### src/rtl/pedal_assist_sequencer_if.sv
// Pedal-assist sequencer signal bundle: sensor/brake/request inputs and assist outputs.
// master drives the inputs (sensor side), slave is the sequencer itself.
interface pedal_assist_sequencer_if #(
    parameter int unsigned LEVEL_W = 8
) ();
    logic               blips;
    logic               brake;
    logic [LEVEL_W-1:0] assist_req;
    logic               assist_en;
    logic [LEVEL_W-1:0] assist_level;
    logic [1:0]         seq_state;
    logic [26:0]        blip_period;

    modport master (
        output blips, brake, assist_req,
        input  assist_en, assist_level, seq_state, blip_period
    );

    modport slave (
        input  blips, brake, assist_req,
        output assist_en, assist_level, seq_state, blip_period
    );
endinterface

### src/rtl/pedal_assist_sequencer.sv
// Cadence-qualified motor assist sequencer with ramped assist level and instant brake cut.
// Optional macro BLIP_DEBOUNCE_EN rejects sensor edges arriving sooner than DEBOUNCE_CYCLES.
module pedal_assist_sequencer #(
    parameter int unsigned TIMEOUT_CYCLES   = 25_000_000,
    parameter int unsigned QUALIFY_BLIPS    = 3,
    parameter int unsigned RAMP_STEP_CYCLES = 500_000,
    parameter int unsigned LEVEL_W          = 8,
    parameter int unsigned DEBOUNCE_CYCLES  = 250_000
) (
    input logic                     clk50M,
    input logic                     reset,
    pedal_assist_sequencer_if.slave bus
);
    typedef enum logic [1:0] {
        IDLE     = 2'd0,
        QUALIFY  = 2'd1,
        ASSIST   = 2'd2,
        RAMPDOWN = 2'd3
    } seqState_t;

    localparam int unsigned RAMP_W = (RAMP_STEP_CYCLES > 1) ? $clog2(RAMP_STEP_CYCLES) : 1;
    localparam int unsigned QUAL_W = (QUALIFY_BLIPS > 0) ? $clog2(QUALIFY_BLIPS + 1) : 1;
    localparam logic [26:0]       TIMEOUT_V = 27'(TIMEOUT_CYCLES);
    localparam logic [RAMP_W-1:0] RAMP_LAST = RAMP_W'(RAMP_STEP_CYCLES - 1);
    localparam logic [QUAL_W-1:0] QUAL_LAST = QUAL_W'(QUALIFY_BLIPS - 1);

    if (DEBOUNCE_CYCLES >= TIMEOUT_CYCLES || TIMEOUT_CYCLES >= (1 << 27)) begin : gBadParams
        $error("pedal_assist_sequencer: interval parameters out of range");
    end

    logic              syncMeta, syncStable, syncDly, blipEdge;
    logic [26:0]       intervalCnt;
    logic [26:0]       blipPeriod;
    logic [QUAL_W-1:0] qualifyCnt;
    logic [RAMP_W-1:0] rampCnt;
    seqState_t         state;
    logic              assistEn;
    logic [LEVEL_W-1:0] assistLevel;

    logic timeout, debounceOk, acceptedEdge, validEdge, rampTick;

    always_comb begin
        timeout = (intervalCnt == TIMEOUT_V);
`ifdef BLIP_DEBOUNCE_EN
        debounceOk = (intervalCnt >= 27'(DEBOUNCE_CYCLES));
`else
        debounceOk = 1'b1;
`endif
        acceptedEdge = blipEdge & debounceOk;
        // a timed-out edge only restarts the interval; it never counts toward cadence
        validEdge    = acceptedEdge & ~timeout;
        rampTick     = (rampCnt == RAMP_LAST);
    end

    always_ff @(posedge clk50M or posedge reset) begin
        if (reset) begin
            syncMeta   <= 1'b0;
            syncStable <= 1'b0;
            syncDly    <= 1'b0;
            blipEdge   <= 1'b0;
        end else begin
            syncMeta   <= bus.blips;
            syncStable <= syncMeta;
            syncDly    <= syncStable;
            blipEdge   <= syncStable & ~syncDly;
        end
    end

    always_ff @(posedge clk50M or posedge reset) begin
        if (reset) begin
            intervalCnt <= '0;
            blipPeriod  <= '0;
        end else if (acceptedEdge) begin
            intervalCnt <= 27'd1;
            if (!timeout) blipPeriod <= intervalCnt;
        end else if (!timeout) begin
            intervalCnt <= intervalCnt + 27'd1;
        end
    end

    always_ff @(posedge clk50M or posedge reset) begin
        if (reset) begin
            state       <= IDLE;
            assistEn    <= 1'b0;
            assistLevel <= '0;
            qualifyCnt  <= '0;
            rampCnt     <= '0;
        end else begin
            rampCnt <= rampTick ? '0 : rampCnt + 1'b1;
            if (bus.brake) begin
                state       <= IDLE;
                assistEn    <= 1'b0;
                assistLevel <= '0;
                qualifyCnt  <= '0;
            end else begin
                case (state)
                    IDLE: begin
                        qualifyCnt <= '0;
                        if (validEdge) begin
                            if (QUALIFY_BLIPS <= 1) begin
                                state    <= ASSIST;
                                assistEn <= 1'b1;
                                rampCnt  <= '0;
                            end else begin
                                state      <= QUALIFY;
                                qualifyCnt <= QUAL_W'(1);
                            end
                        end
                    end
                    QUALIFY: begin
                        if (timeout) begin
                            state      <= IDLE;
                            qualifyCnt <= '0;
                        end else if (validEdge) begin
                            if (qualifyCnt == QUAL_LAST) begin
                                state      <= ASSIST;
                                assistEn   <= 1'b1;
                                rampCnt    <= '0;
                                qualifyCnt <= '0;
                            end else begin
                                qualifyCnt <= qualifyCnt + 1'b1;
                            end
                        end
                    end
                    ASSIST: begin
                        qualifyCnt <= '0;
                        if (timeout) begin
                            state   <= RAMPDOWN;
                            rampCnt <= '0;
                        end else if (rampTick) begin
                            if (assistLevel < bus.assist_req)      assistLevel <= assistLevel + 1'b1;
                            else if (assistLevel > bus.assist_req) assistLevel <= assistLevel - 1'b1;
                        end
                    end
                    RAMPDOWN: begin
                        qualifyCnt <= '0;
                        // the interval is saturated here, so any accepted edge resumes assist
                        if (acceptedEdge) begin
                            state   <= ASSIST;
                            rampCnt <= '0;
                        end else if (assistLevel == '0) begin
                            state    <= IDLE;
                            assistEn <= 1'b0;
                        end else if (rampTick) begin
                            assistLevel <= assistLevel - 1'b1;
                        end
                    end
                    default: state <= IDLE;
                endcase
            end
        end
    end

    assign bus.assist_en    = assistEn;
    assign bus.assist_level = assistLevel;
    assign bus.seq_state    = state;
    assign bus.blip_period  = blipPeriod;
endmodule

### src/flat_wrapper.sv
// flat-port wrapper written by rule: the top's interface ports become plain ports
module pedal_assist_sequencer_flat 
#(
    parameter int unsigned TIMEOUT_CYCLES   = 25_000_000,
    parameter int unsigned QUALIFY_BLIPS    = 3,
    parameter int unsigned RAMP_STEP_CYCLES = 500_000,
    parameter int unsigned LEVEL_W          = 8,
    parameter int unsigned DEBOUNCE_CYCLES  = 250_000
)
  (clk50M, reset, bus_blips, bus_brake, bus_assist_req, bus_assist_en, bus_assist_level, bus_seq_state, bus_blip_period);
  pedal_assist_sequencer_if #(.LEVEL_W(LEVEL_W)) bus_i ();
  input logic clk50M;
  input logic reset;
  input wire logic [$bits(bus_i.blips)-1:0] bus_blips;
  input wire logic [$bits(bus_i.brake)-1:0] bus_brake;
  input wire logic [$bits(bus_i.assist_req)-1:0] bus_assist_req;
  output wire logic [$bits(bus_i.assist_en)-1:0] bus_assist_en;
  output wire logic [$bits(bus_i.assist_level)-1:0] bus_assist_level;
  output wire logic [$bits(bus_i.seq_state)-1:0] bus_seq_state;
  output wire logic [$bits(bus_i.blip_period)-1:0] bus_blip_period;
  assign bus_i.blips = bus_blips;
  assign bus_i.brake = bus_brake;
  assign bus_i.assist_req = bus_assist_req;
  assign bus_assist_en = bus_i.assist_en;
  assign bus_assist_level = bus_i.assist_level;
  assign bus_seq_state = bus_i.seq_state;
  assign bus_blip_period = bus_i.blip_period;
  pedal_assist_sequencer #(.TIMEOUT_CYCLES(TIMEOUT_CYCLES), .QUALIFY_BLIPS(QUALIFY_BLIPS), .RAMP_STEP_CYCLES(RAMP_STEP_CYCLES), .LEVEL_W(LEVEL_W), .DEBOUNCE_CYCLES(DEBOUNCE_CYCLES)) u_core (.clk50M(clk50M), .reset(reset), .bus(bus_i));
endmodule
### config.mk
export PLATFORM = sky130hd
export DESIGN_NAME = pedal_assist_sequencer_flat
export DESIGN_NICKNAME = d
export VERILOG_FILES = /design/src/rtl/pedal_assist_sequencer_if.sv /design/src/rtl/pedal_assist_sequencer.sv /design/src/flat_wrapper.sv
export SDC_FILE = /design/constraint.sdc
export NUM_CORES = 1
export LEC_CHECK = 0
export ABC_AREA = 1
export BUFFER_PORTS_ARGS = -buffer_cell sky130_fd_sc_hd__buf_4
export CAP_MARGIN = 20
export CELL_PAD_IN_SITES_DETAIL_PLACEMENT = 0
export CELL_PAD_IN_SITES_GLOBAL_PLACEMENT = 1
export CORE_ASPECT_RATIO = 0.9
export CORE_MARGIN = 2
export CORE_UTILIZATION = 44
export DETAILED_ROUTE_END_ITERATION = 10
export PLACE_DENSITY_LB_ADDON = 0.1
export SLEW_MARGIN = 30
export SYNTH_ARGS = -nofsm -noshare
export SYNTH_HDL_FRONTEND = slang
export SYNTH_SLANG_ARGS = --single-unit
export TNS_END_PERCENT = 5
### constraint.sdc
create_clock -name clk50M -period 3.55 [get_ports clk50M]
set_clock_uncertainty 0.15 [all_clocks]
set_input_delay 0.71 -clock clk50M [delete_from_list [all_inputs] [get_ports clk50M]]
set_output_delay 0.71 -clock clk50M [all_outputs]
set_load 0.02 [all_outputs]
==> metrics, run 1 <==
maximum ir drop on the vdd rail=0.287 mV; Clock H-tree levels=3; clock period minus final worst setup slack=2390 ps; count of synthesis-stage warnings from yosys=0; synthesized netlist cell count=689; combinational family with the most area after synthesis=simple AND/OR/NAND/NOR gates; simple-gate share of the synthesized area=34.1%; number of placed instances, taps included=881; number of buffers added for setup after CTS=0; startpoint type of the worst setup path=flip-flop; FF+latch area=0.00225 mm^2; CP Data Required Time=3640 ps; type of the most critical hold path=reg -> reg; number of buffer cells added on primary ports=49; slowest stage cell, crit path=sky130_fd_sc_hd__dfrtp_1; number of global-route vias before repair=4314; Clk Latency, worst-skew pair=350 ps; Distinct cells, synth=40; detail-routed net length per standard cell=13.3 um; Slew Limit Fails=0; type of the worst setup path=reg -> reg; sw power=1.16 mW; Power Dens Cells=530 mW/mm^2; number of antenna violations at the first check in global routing=0; number of flops mapped to enable cells by yosys=0; Area growth, synth to finish=14.8%; average cell area after synthesis=7.53 um^2; final wirelength=11.9 mm; pin count of the biggest net entering global routing=52; number of buffers added by the clock tree synthesis step=9; number of nets still failing antenna checks after routing=0; Initial Utilization=45.2%; total power=3.16 mW; register clock-pin slew on the reported worst setup and hold paths=60 ps; last weighted congestion value of the routability-driven placer=0.868; Worst Max-Slew Pin Slew=848 ps; global-route wire length before repair=20.7 mm; minimum hold slack=206 ps; multiplexer fraction of the synthesized cell area=0%; area fraction in compound gates after synthesis=7.42%; clock root buffer master=sky130_fd_sc_hd__clkbuf_16; total via count after detailed routing=4428; mean number of vias per cell=4.95; DRC violations left=0; boundary pin count=50; number of antenna repair diodes=0; All-Layer GR Usage=20.3%; Final Instance Count excl. Fillers=895; sequential element share of the synthesized area=43.4%; die area=0.0127 mm^2; Final Hold Viols=0; number of synthesized register bits=90; number of clock sinks=90; residual overflow from global routing=0; RSZ-0062 raised after global routing=no; prevailing post-synth register cell=sky130_fd_sc_hd__dfrtp_1; Chip Width=118 um; combined area of all synthesized cells=0.00519 mm^2; Mapped Nets=715; Sw Share=36.8%; post-place setup slack=952 ps; Max Cap Viol=0; CTS tree=built; drt first pass iters=5; Setup TNS Final=0 ps; fin worst setup slack=1160 ps; DIE HEIGHT=107 um; number of failing setup endpoints in the final timing report=0; proportion of power drawn by combinational gates=30.1%; chain of cells forming the critical path=inv_1, ha_1, nand2_1, nor2_1, nand3_2, inv_2, nand3_4, nand2_1, buf_4, nand2_1, nand4_1, nand2_1; count of hold-fix buffers inserted at cts=0; maximum fanout encountered on the critical timing path=51; share of total power in sequential cells=42.0%; cell row count=37; # nets final=762; async set-reset flop share out of synthesis=100%; run status=completed; headroom to the max-slew limit=43.4%; CP arrival=2480 ps; internal power component=2.00 mW; delay of the slowest critical-path stage=430 ps; Leak Pwr=2.88 nW; first-iteration detailed-routing DRC count=228; fraction of the mapped netlist area in adder cells=3.37%; share of the clock period used by the worst path=67.4%; proportion of layout cells with a drive suffix above 1=13.5%; cts repair resizes=0; cell occurring most often along the worst timing path=sky130_fd_sc_hd__nand2_1; clock network fraction of design power=27.8%; Clock Tree Buf Depth=2; post-synthesis share of cell area spent on xor and xnor gates=4.39%; sort of element at the end of the critical path=flip-flop; combined area of the multi-input logic cells=0.00256 mm^2; floorplan core area=0.0115 mm^2; number of fillers in the final layout=1182; post-DP HPWL=8.87 mm; peak clock frequency supported by timing=418 MHz
## Yosys cell counts, types with 5 or more instances
library cell | n | share of area (%)
sky130_fd_sc_hd__nand2_1 | 186 | 13
sky130_fd_sc_hd__dfrtp_1 | 90 | 43
sky130_fd_sc_hd__nor2_1 | 89 | 6.4
sky130_fd_sc_hd__inv_1 | 71 | 5.1
sky130_fd_sc_hd__nand3_1 | 58 | 5.6
sky130_fd_sc_hd__o21ai_0 | 39 | 3.8
sky130_fd_sc_hd__a21oi_1 | 21 | 2.0
sky130_fd_sc_hd__xor2_1 | 20 | 3.4
sky130_fd_sc_hd__nand4_1 | 17 | 2.0
sky130_fd_sc_hd__nor3_1 | 17 | 1.6
sky130_fd_sc_hd__ha_1 | 14 | 3.4
sky130_fd_sc_hd__nor2_4 | 10 | 2.2
sky130_fd_sc_hd__buf_2 | 8 | 0.77
sky130_fd_sc_hd__clkbuf_1 | 6 | 0.43
sky130_fd_sc_hd__xnor2_1 | 6 | 1.0
sky130_fd_sc_hd__nor2_2 | 5 | 0.60
## cell usage in the layout (no fill, tap or decap), types with 5 or more instances in the layout
cell                          n
sky130_fd_sc_hd__a21oi_1     21
sky130_fd_sc_hd__buf_4       53
sky130_fd_sc_hd__clkbuf_16    9
sky130_fd_sc_hd__dfrtp_1     90
sky130_fd_sc_hd__ha_1        14
sky130_fd_sc_hd__inv_1       70
sky130_fd_sc_hd__nand2_1    186
sky130_fd_sc_hd__nand3_1     58
sky130_fd_sc_hd__nand4_1     17
sky130_fd_sc_hd__nor2_1      89
sky130_fd_sc_hd__nor2_2       5
sky130_fd_sc_hd__nor2_4      10
sky130_fd_sc_hd__nor3_1      17
sky130_fd_sc_hd__o21ai_0     39
sky130_fd_sc_hd__xnor2_1      6
sky130_fd_sc_hd__xor2_1      20
## flip-flops by register name, indices dropped and copies added, names as in the netlist
| register | count |
|---|---|
| u_core.syncDly | 1 |
| u_core.acceptedEdge | 1 |
| u_core.bus.assist_en | 1 |
| u_core.rampCnt | 19 |
| u_core.bus.assist_level | 8 |
| u_core.bus.blip_period | 27 |
| u_core.syncMeta | 1 |
| u_core.intervalCnt | 27 |
| u_core.qualifyCnt | 2 |
| u_core.bus.seq_state | 2 |
| u_core.syncStable | 1 |
## power groups by stage
stage | combinational (mW) | clock [mW] | sequential, mW
after CTS | 0.962 | 0.914 | 1.33
after floorplan | 0.680 | 0 | 1.34
after global routing | 1.09 | 0.949 | 1.36
after global placement | 0.948 | 0 | 1.35
after detailed placement | 0.957 | 0 | 1.35
final | 0.952 | 0.880 | 1.33
## worst max-delay path: cells and delay by family (launching register included)
kind	cells	cell delay (ps)
flip-flops	1	430
buffers and inverters	3	600
adder cells (fa/ha/maj)	1	200
AND/OR/NAND/NOR	8	900
## stage by stage
step	utilization, %	cell area, um^2
6_report	51.9	5960
5_1_grt	51.9	5960
4_1_cts	51.9	5960
3_5_place_dp	49.6	5690
3_3_place_gp	49.6	5690
2_1_floorplan	-	5190
## worst paths after layout
check / startpoint / endpoint / slack [ps] / depth (start not counted)
max: u_core.intervalCnt[0] / u_core.bus.seq_state[0] / 1160 / 12
min: u_core.syncMeta / u_core.syncStable / 210 / 0
max reg2reg: u_core.intervalCnt[0] / u_core.bus.seq_state[0] / 1160 / 12
min reg2reg: u_core.syncMeta / u_core.syncStable / 210 / 0
max in group asynchronous: reset / u_core.bus.assist_en / 2130 / 3
min in group asynchronous: reset / u_core.bus.blip_period[2] / 360 / 2
## cell type report
class	instances	share of cell area (%)
multi-input cells	506	42.9
flip-flops and latches	90	37.8
repair buffers	53	6.68
inverters	76	4.81
clock buffers	10	4.01
well taps	156	3.27
clock inverters	4	0.504
## metal layers
layer,GRT usage (%),vias up,wire length [um]
met4,5.78,0,165
met3,4.95,16,423
li1,-,2298,-
met5,0,-,0
met1,26.6,2042,5550
met2,33.6,72,5800
## cell families (layout without fill, tap and decap cells)
group           after synthesis  count (layout)
buf+inv                      93             143
compound gates               70              70
simple gates                396             396
xor+xnor                     26              26
fa+ha+maj                    14              14
flops                        90              90
(Power assumes the default switching activity.)
==> run 2, diff against run 1 <==
CORE_UTILIZATION = 40   (was 44)
clock period = 2 ns   (was 3.55 ns; I/O delays follow)
==> run 2 against run 1 <==
Compared with the run above:
- sequential power grew 70%
- wire length grew 11%
- clock power rose by 100%
- setup slack worse by 1100 ps
- non-clock buffer count grew 62
- clock-buffer cell count is the same
- flip-flop and latch count unchanged
- combinational power rose by 130%
==> metrics, run 2 (synthesized netlist as in run 1, its figures left out) <==
Chip Width=124 um (+4.7%); number of cells on the worst reg-to-reg path=12 (unchanged); Slew Limit Fails=0 (unchanged); startpoint type of the worst setup path=flip-flop; boundary pin count=50 (unchanged); Worst Max-Slew Pin Slew=389 ps (-458 ps); # nets final=824 (+8.1%); peak clock frequency supported by timing=517 MHz (+24%); maximum fanout encountered on the critical timing path=8 (-84%); proportion of layout cells with a drive suffix above 1=22.9% (+9.4 points); RSZ-0062 raised after global routing=yes; share of the clock period used by the worst path=96.8% (+29 points); slowest stage cell, crit path=sky130_fd_sc_hd__dfrtp_1; Post-Route M1 WL=6.01 mm (+8.2%); All-Layer GR Usage=20.7% (+0.37 points); residual overflow from global routing=0 (unchanged); commonest non-fill, non-tap cell in the layout=sky130_fd_sc_hd__nand2_1; number of buffers added by the clock tree synthesis step=9 (unchanged); first-iteration detailed-routing DRC count=207 (-9.2%); Power Dens Cells=936 mW/mm^2 (+77%); global-route wire length before repair=22.4 mm (+8.4%); last weighted congestion value of the routability-driven placer=0.891 (+2.7%); DIE HEIGHT=112 um (+4.7%); Area growth, synth to finish=28.1%; register-to-register setup slack=60 ps (-1090 ps); R2R Path End=u_core.rampCnt[16]; CP arrival=2020 ps (-460 ps); number of clock sinks=90 (unchanged); Clock H-tree levels=3 (unchanged); final wirelength=13.3 mm (+11%); CTS tree=built; Setup TNS Final=0 ps (unchanged); type of the worst setup path=reg -> reg; number of buffer cells added on primary ports=49 (unchanged); Clock Tree Buf Depth=2 (unchanged); number of placed instances, taps included=946 (+7.4%); die area=0.0139 mm^2 (+9.6%); FF+latch area=0.00225 mm^2 (unchanged); Final Hold Viols=0 (unchanged); Clk Latency, worst-skew pair=350 ps (about the same); number of fillers in the final layout=1269 (+7.4%); hold wc startpoint=u_core.syncMeta; detail-routed net length per standard cell=13.8 um (+3.2%); CP Data Required Time=2080 ps (-1560 ps); post-DP HPWL=10.3 mm (+16%); mean number of vias per cell=4.89 (-1.2%); clock root buffer master=sky130_fd_sc_hd__clkbuf_16; number of nets still failing antenna checks after routing=0 (unchanged); post-place setup slack=-46.5 ps (-999 ps); Final Instance Count excl. Fillers=967 (+8.0%); register clock-pin slew on the reported worst setup and hold paths=70 ps (about the same); chain of cells forming the critical path=inv_2, ha_4, nand2_2, nor2_2, nand3_2, inv_2, nand3_4, a21oi_4, nand2_2, nand2_4, buf_12, nor2_4; number of failing setup endpoints in the final timing report=0 (unchanged); top library cells by usage in the layout, fill and taps aside=sky130_fd_sc_hd__nand2_1, sky130_fd_sc_hd__buf_4, sky130_fd_sc_hd__dfrtp_1, sky130_fd_sc_hd__nor2_1, sky130_fd_sc_hd__inv_1; critical path's top delay family=simple AND/OR/NAND/NOR gates; DRC violations left=0 (unchanged); sort of element at the end of the critical path=flip-flop; clock period minus final worst setup slack=1940 ps (-457 ps); share of the core filled with cells=52.4% (+0.48 points); combined area of the multi-input logic cells=0.00267 mm^2 (+4.3%); type of the most critical hold path=reg -> reg; number of antenna violations at the first check in global routing=0 (unchanged); fin worst setup slack=64.7 ps (-1090 ps); total via count after detailed routing=4728 (+6.8%); Max Cap Viol=0 (unchanged); delay of the slowest critical-path stage=410 ps (-20 ps); number of antenna repair diodes=0 (unchanged); drt first pass iters=4 (-1); cell row count=39 (+5.4%); maximum ir drop on the vdd rail=0.470 mV (+64%); Leak Pwr=3.23 nW (+12%); Detail Route met2 WL=6.72 mm (+16%); pin count of the biggest net entering global routing=46 (-12%); highest metal used=met4; Initial Utilization=40.9% (-4.3 points); headroom to the max-slew limit=73.8% (+30 points); Met3 Wirelength=344 um (-19%); run status=completed; total power=6.22 mW (+97%); floorplan core area=0.0127 mm^2 (+11%); number of global-route vias before repair=4714 (+9.3%); Hold Crit Endpoint=u_core.syncStable; Critical path buffers and inverters=3 (unchanged); hold depth=0 (unchanged); launching point of the worst reg2reg path=u_core.intervalCnt[1]
-- run 2: changes by cell type in the layout (fill, tap and decap cells not counted), sizes merged --
cell,before,now
buf,53,113
clkinv,5,2
bufinv,0,1
dlygate4sd3,0,2
inv,74,77
clkinvlp,1,2
-- run 2: stage by stage --
stage               area [um^2]  hold WS, ps
floorplan                  5190          181
global placement           6180          183
detailed placement         6180          185
CTS                        6520          219
global route               6650          241
finish                     6650          217
-- run 2: worst max path at each step --
| stage | startpoint | to | slack, ps | cells after the start |
|---|---|---|---|---|
| final | u_core.intervalCnt[1] | u_core.rampCnt[16] | 60 | 12 |
| after global routing | u_core.bus.assist_level[3] | u_core.bus.assist_level[2] | -40 | 13 |
| after CTS | u_core.intervalCnt[0] | u_core.rampCnt[12] | -1 | 12 |
| after detailed placement | bus_assist_req[5] | u_core.bus.assist_level[3] | -50 | 12 |
| after global placement | bus_assist_req[3] | u_core.bus.assist_level[5] | -8 | 12 |
| after floorplan | u_core.bus.assist_level[7] | u_core.bus.assist_level[6] | -110 | 10 |
-- run 2: repair_timing --
action | 4_1_cts | 5_1_grt
pin swaps | 0 | 6
gates resized for setup | 2 | 26
hold buffers | 2 | 0
buffers inserted | 0 | 3
setup endpoints to repair | 10 | 58
endpoints found under the hold margin | 6 | 0
-- run 2: where the power goes --
group / internal (mW) / switching, mW / leakage, nW
Sequential: 2.04 / 0.218 / 1.22
Combinational: 0.888 / 1.29 / 1.86
Clock: 1.02 / 0.769 / 0.151
Total: 3.95 / 2.28 / 3.23
-- run 2: routing by layer --
layer / up-vias / global-route usage, %
li1: 2424 / -
met4: 0 / 6.52
met3: 19 / 4.73
met5: - / 0
met2: 48 / 35.4
met1: 2237 / 25.7
-- run 2: worst register-to-register path, stage by stage, from the launching register on --
cell	delay, ps
sky130_fd_sc_hd__dfrtp_1	410
sky130_fd_sc_hd__inv_2	90
sky130_fd_sc_hd__ha_4	140
sky130_fd_sc_hd__nand2_2	40
sky130_fd_sc_hd__nor2_2	90
sky130_fd_sc_hd__nand3_2	100
sky130_fd_sc_hd__inv_2	80
sky130_fd_sc_hd__nand3_4	110
sky130_fd_sc_hd__a21oi_4	200
sky130_fd_sc_hd__nand2_2	90
sky130_fd_sc_hd__nand2_4	110
sky130_fd_sc_hd__buf_12	160
sky130_fd_sc_hd__nor2_4	40
-- run 2: layout make-up --
cell class / count / share of cell area (%)
multi-input cells: 506 / 40.1
clock inverters: 6 / 1.07
flip-flops and latches: 90 / 33.9
repair buffers: 115 / 13.9
clock buffers: 10 / 3.59
inverters: 76 / 4.35
well taps: 164 / 3.09
==> run 3, diff against run 2 <==
--- a/config.mk
+++ b/config.mk
@@ -13,5 +13,6 @@
 export CORE_ASPECT_RATIO = 0.9
 export CORE_MARGIN = 2
-export CORE_UTILIZATION = 40
+export CORE_UTILIZATION = 41
+export CTS_BUF_LIST = sky130_fd_sc_hd__clkbuf_8
 export DETAILED_ROUTE_END_ITERATION = 10
 export PLACE_DENSITY_LB_ADDON = 0.1
--- a/constraint.sdc
+++ b/constraint.sdc
@@ -3,3 +3,3 @@
 set_input_delay 0.4 -clock clk50M [delete_from_list [all_inputs] [get_ports clk50M]]
 set_output_delay 0.4 -clock clk50M [all_outputs]
-set_load 0.02 [all_outputs]
+set_load 0.05 [all_outputs]
==> run 3 against run 2 <==
Compared with the run above:
- the run now ends with hold timing left
- non-clock buffer count did not move
- hold slack got worse by 230 ps
- sequential power fell by 2%
- core utilization is 1.1 points higher
- total power fell by 3.2%
- largest cell class unchanged
- design area fell by 1.7%
- wire length decreased by 2.1%
- register-to-register slack improved by 30 ps
- critical path type unchanged
- clock power shrank 24%
- flip-flop and latch count unchanged
==> metrics, run 3 (synthesized netlist as in run 1, its figures left out) <==
clock network fraction of design power=22.5% (-6.2 points); commonest non-fill, non-tap cell in the layout=sky130_fd_sc_hd__nand2_1; cell row count=38 (-2.6%); run status=finished with violations; FF+latch area=0.00225 mm^2 (unchanged); # nets final=824 (unchanged); headroom to the max-slew limit=66.8% (-7.0 points); maximum ir drop on the vdd rail=0.401 mV (-15%); residual overflow from global routing=0 (unchanged); fin worst setup slack=93.2 ps (+28.5 ps); Chip Width=123 um (-1.2%); number of buffer cells added on primary ports=49 (unchanged); pin count of the biggest net entering global routing=91 (+98%); startpoint type of the worst setup path=flip-flop; post-place setup slack=-29.8 ps (+16.7 ps); Sw Share=40.9% (+4.3 points); number of placed instances, taps included=944 (-0.21%); peak clock frequency supported by timing=524 MHz (+1.5%); CP Data Required Time=2130 ps (+50 ps); post-DP HPWL=9.64 mm (-6.0%); Setup TNS Final=0 ps (unchanged); clock period minus final worst setup slack=1910 ps (-28.5 ps); number of global-route vias before repair=4637 (-1.6%); Critical path buffers and inverters=0 (-3); global-route wire length before repair=21.9 mm (-2.4%); CTS tree=built; proportion of layout cells with a drive suffix above 1=22.9% (unchanged); Final Instance Count excl. Fillers=963 (-0.41%); total via count after detailed routing=4731 (+0.063%); share of total power in sequential cells=36.7% (+0.4 points); detail-routed net length per standard cell=13.5 um (-1.7%); number of antenna repair diodes=0 (unchanged); total power=6.03 mW (-3.2%); proportion of power drawn by combinational gates=40.7% (+5.7 points); die area=0.0136 mm^2 (-2.4%); final wirelength=13.0 mm (-2.1%); type of the worst setup path=reg -> reg; drt first pass iters=5 (+1); maximum fanout encountered on the critical timing path=8 (unchanged); number of antenna violations at the first check in global routing=0 (unchanged); Slew Limit Fails=0 (unchanged); register clock-pin slew on the reported worst setup and hold paths=100 ps (+30 ps); floorplan core area=0.0122 mm^2 (-3.7%); number of clock sinks=90 (unchanged); All-Layer GR Usage=20.1% (-0.53 points); source of the critical timing path=u_core.bus.assist_level[5]; share of the clock period used by the worst path=95.3% (-1.4 points); delay of the slowest critical-path stage=430 ps (+20 ps); Worst Max-Slew Pin Slew=498 ps (+109 ps); Clock Tree Buf Depth=2 (unchanged); Final Hold Viols=4 (+4); chain of cells forming the critical path=ha_1, a21oi_1, nor2_1, nor2_2, nand2_1, nand2_1, nand2_2, nand2_2, nand2_4, nand2_1, nand2_1; Max Cap Viol=0 (unchanged); critical path's top delay family=simple AND/OR/NAND/NOR gates; DIE HEIGHT=111 um (-1.2%); Power Dens Cells=923 mW/mm^2 (-1.5%); top library cells by usage in the layout, fill and taps aside=sky130_fd_sc_hd__nand2_1, sky130_fd_sc_hd__buf_4, sky130_fd_sc_hd__dfrtp_1, sky130_fd_sc_hd__nor2_1, sky130_fd_sc_hd__inv_1; launching point of the worst reg2reg path=u_core.bus.assist_level[5]; mean number of vias per cell=4.91 (+0.48%); Leak Pwr=3.20 nW (-0.96%); violated checks=hold timing; Initial Utilization=42.5% (+1.6 points); CP arrival=2040 ps (+20 ps); combined area of the multi-input logic cells=0.00266 mm^2 (-0.33%); cell occurring most often along the worst timing path=sky130_fd_sc_hd__nand2_1; RSZ-0062 raised after global routing=yes; last weighted congestion value of the routability-driven placer=0.887 (-0.40%); number of buffers added by the clock tree synthesis step=9 (unchanged); Area growth, synth to finish=25.9%; number of nets still failing antenna checks after routing=0 (unchanged); type of the most critical hold path=in -> async; slowest stage cell, crit path=sky130_fd_sc_hd__dfrtp_1; number of failing setup endpoints in the final timing report=0 (unchanged); boundary pin count=50 (unchanged); first-iteration detailed-routing DRC count=248 (+20%); sw power=2.46 mW (+8.2%); sort of element at the end of the critical path=flip-flop; DRC violations left=0 (unchanged); minimum hold slack=-12.9 ps (-230 ps); Clock H-tree levels=3 (unchanged); number of fillers in the final layout=1178 (-7.2%); clock root buffer master=sky130_fd_sc_hd__clkbuf_8; internal power component=3.57 mW (-9.7%); Clk Latency, worst-skew pair=380 ps (+30 ps)
## run 3: area by class of cell
| type | count | share of cell area [%] |
|---|---|---|
| sequential | 90 | 34.5 |
| timing repair buffer | 115 | 14.1 |
| tap | 160 | 3.06 |
| clock inverter | 7 | 1.30 |
| multi-input combinational | 506 | 40.7 |
| inverter | 76 | 4.42 |
| clock buffer | 9 | 1.90 |
## run 3: final timing paths
kind | to | slack, ps | depth (start not counted)
min in group clk50M | u_core.qualifyCnt[0] | 190 | 4
worst max-delay path | u_core.bus.assist_level[1] | 90 | 11
worst max register to register | u_core.bus.assist_level[1] | 90 | 11
max in group asynchronous | u_core.bus.assist_level[5] | 1320 | 3
worst min register to register | u_core.syncDly | 240 | 0
worst min-delay path | u_core.bus.blip_period[0] | -10 | 3
## run 3: metal layers
layer / wire [um] / track usage, %
met5: 0 / 0
met3: 408 / 4.99
met1: 6000 / 25.5
met2: 6500 / 34.2
met4: 136 / 4.90
## run 3: worst reg2reg max path: stages, from the launching register on
cell                      delay, ps
sky130_fd_sc_hd__dfrtp_1        430
sky130_fd_sc_hd__ha_1           310
sky130_fd_sc_hd__a21oi_1        160
sky130_fd_sc_hd__nor2_1          60
sky130_fd_sc_hd__nor2_2         120
sky130_fd_sc_hd__nand2_1         90
sky130_fd_sc_hd__nand2_1         80
sky130_fd_sc_hd__nand2_2         90
sky130_fd_sc_hd__nand2_2        110
sky130_fd_sc_hd__nand2_4         90
sky130_fd_sc_hd__nand2_1         80
sky130_fd_sc_hd__nand2_1         50
## run 3: what timing repair did
action / 4_1_cts / 5_1_grt
resized for setup: 2 / 30
hold endpoints to repair: 1 / 0
buffers inserted: 0 / 2
hold buffers: 1 / 0
endpoints found under the setup margin: 3 / 58
pin swaps: 0 / 11
## run 3: power by group through the flow
stage | clock network [mW] | registers (mW) | logic (mW)
after detailed placement | 0 | 2.25 | 2.39
after floorplan | 0 | 2.61 | 1.21
after CTS | 1.41 | 2.21 | 2.40
final | 1.36 | 2.21 | 2.45
after global placement | 0 | 2.24 | 2.37
after global routing | 1.48 | 2.26 | 2.74
## run 3: through the flow
stage          area, um^2  util [%]
3_3_place_gp         6190      50.7
4_1_cts              6420      52.5
5_1_grt              6530      53.5
6_report             6530      53.5
2_1_floorplan        5190         -
3_5_place_dp         6190      50.7
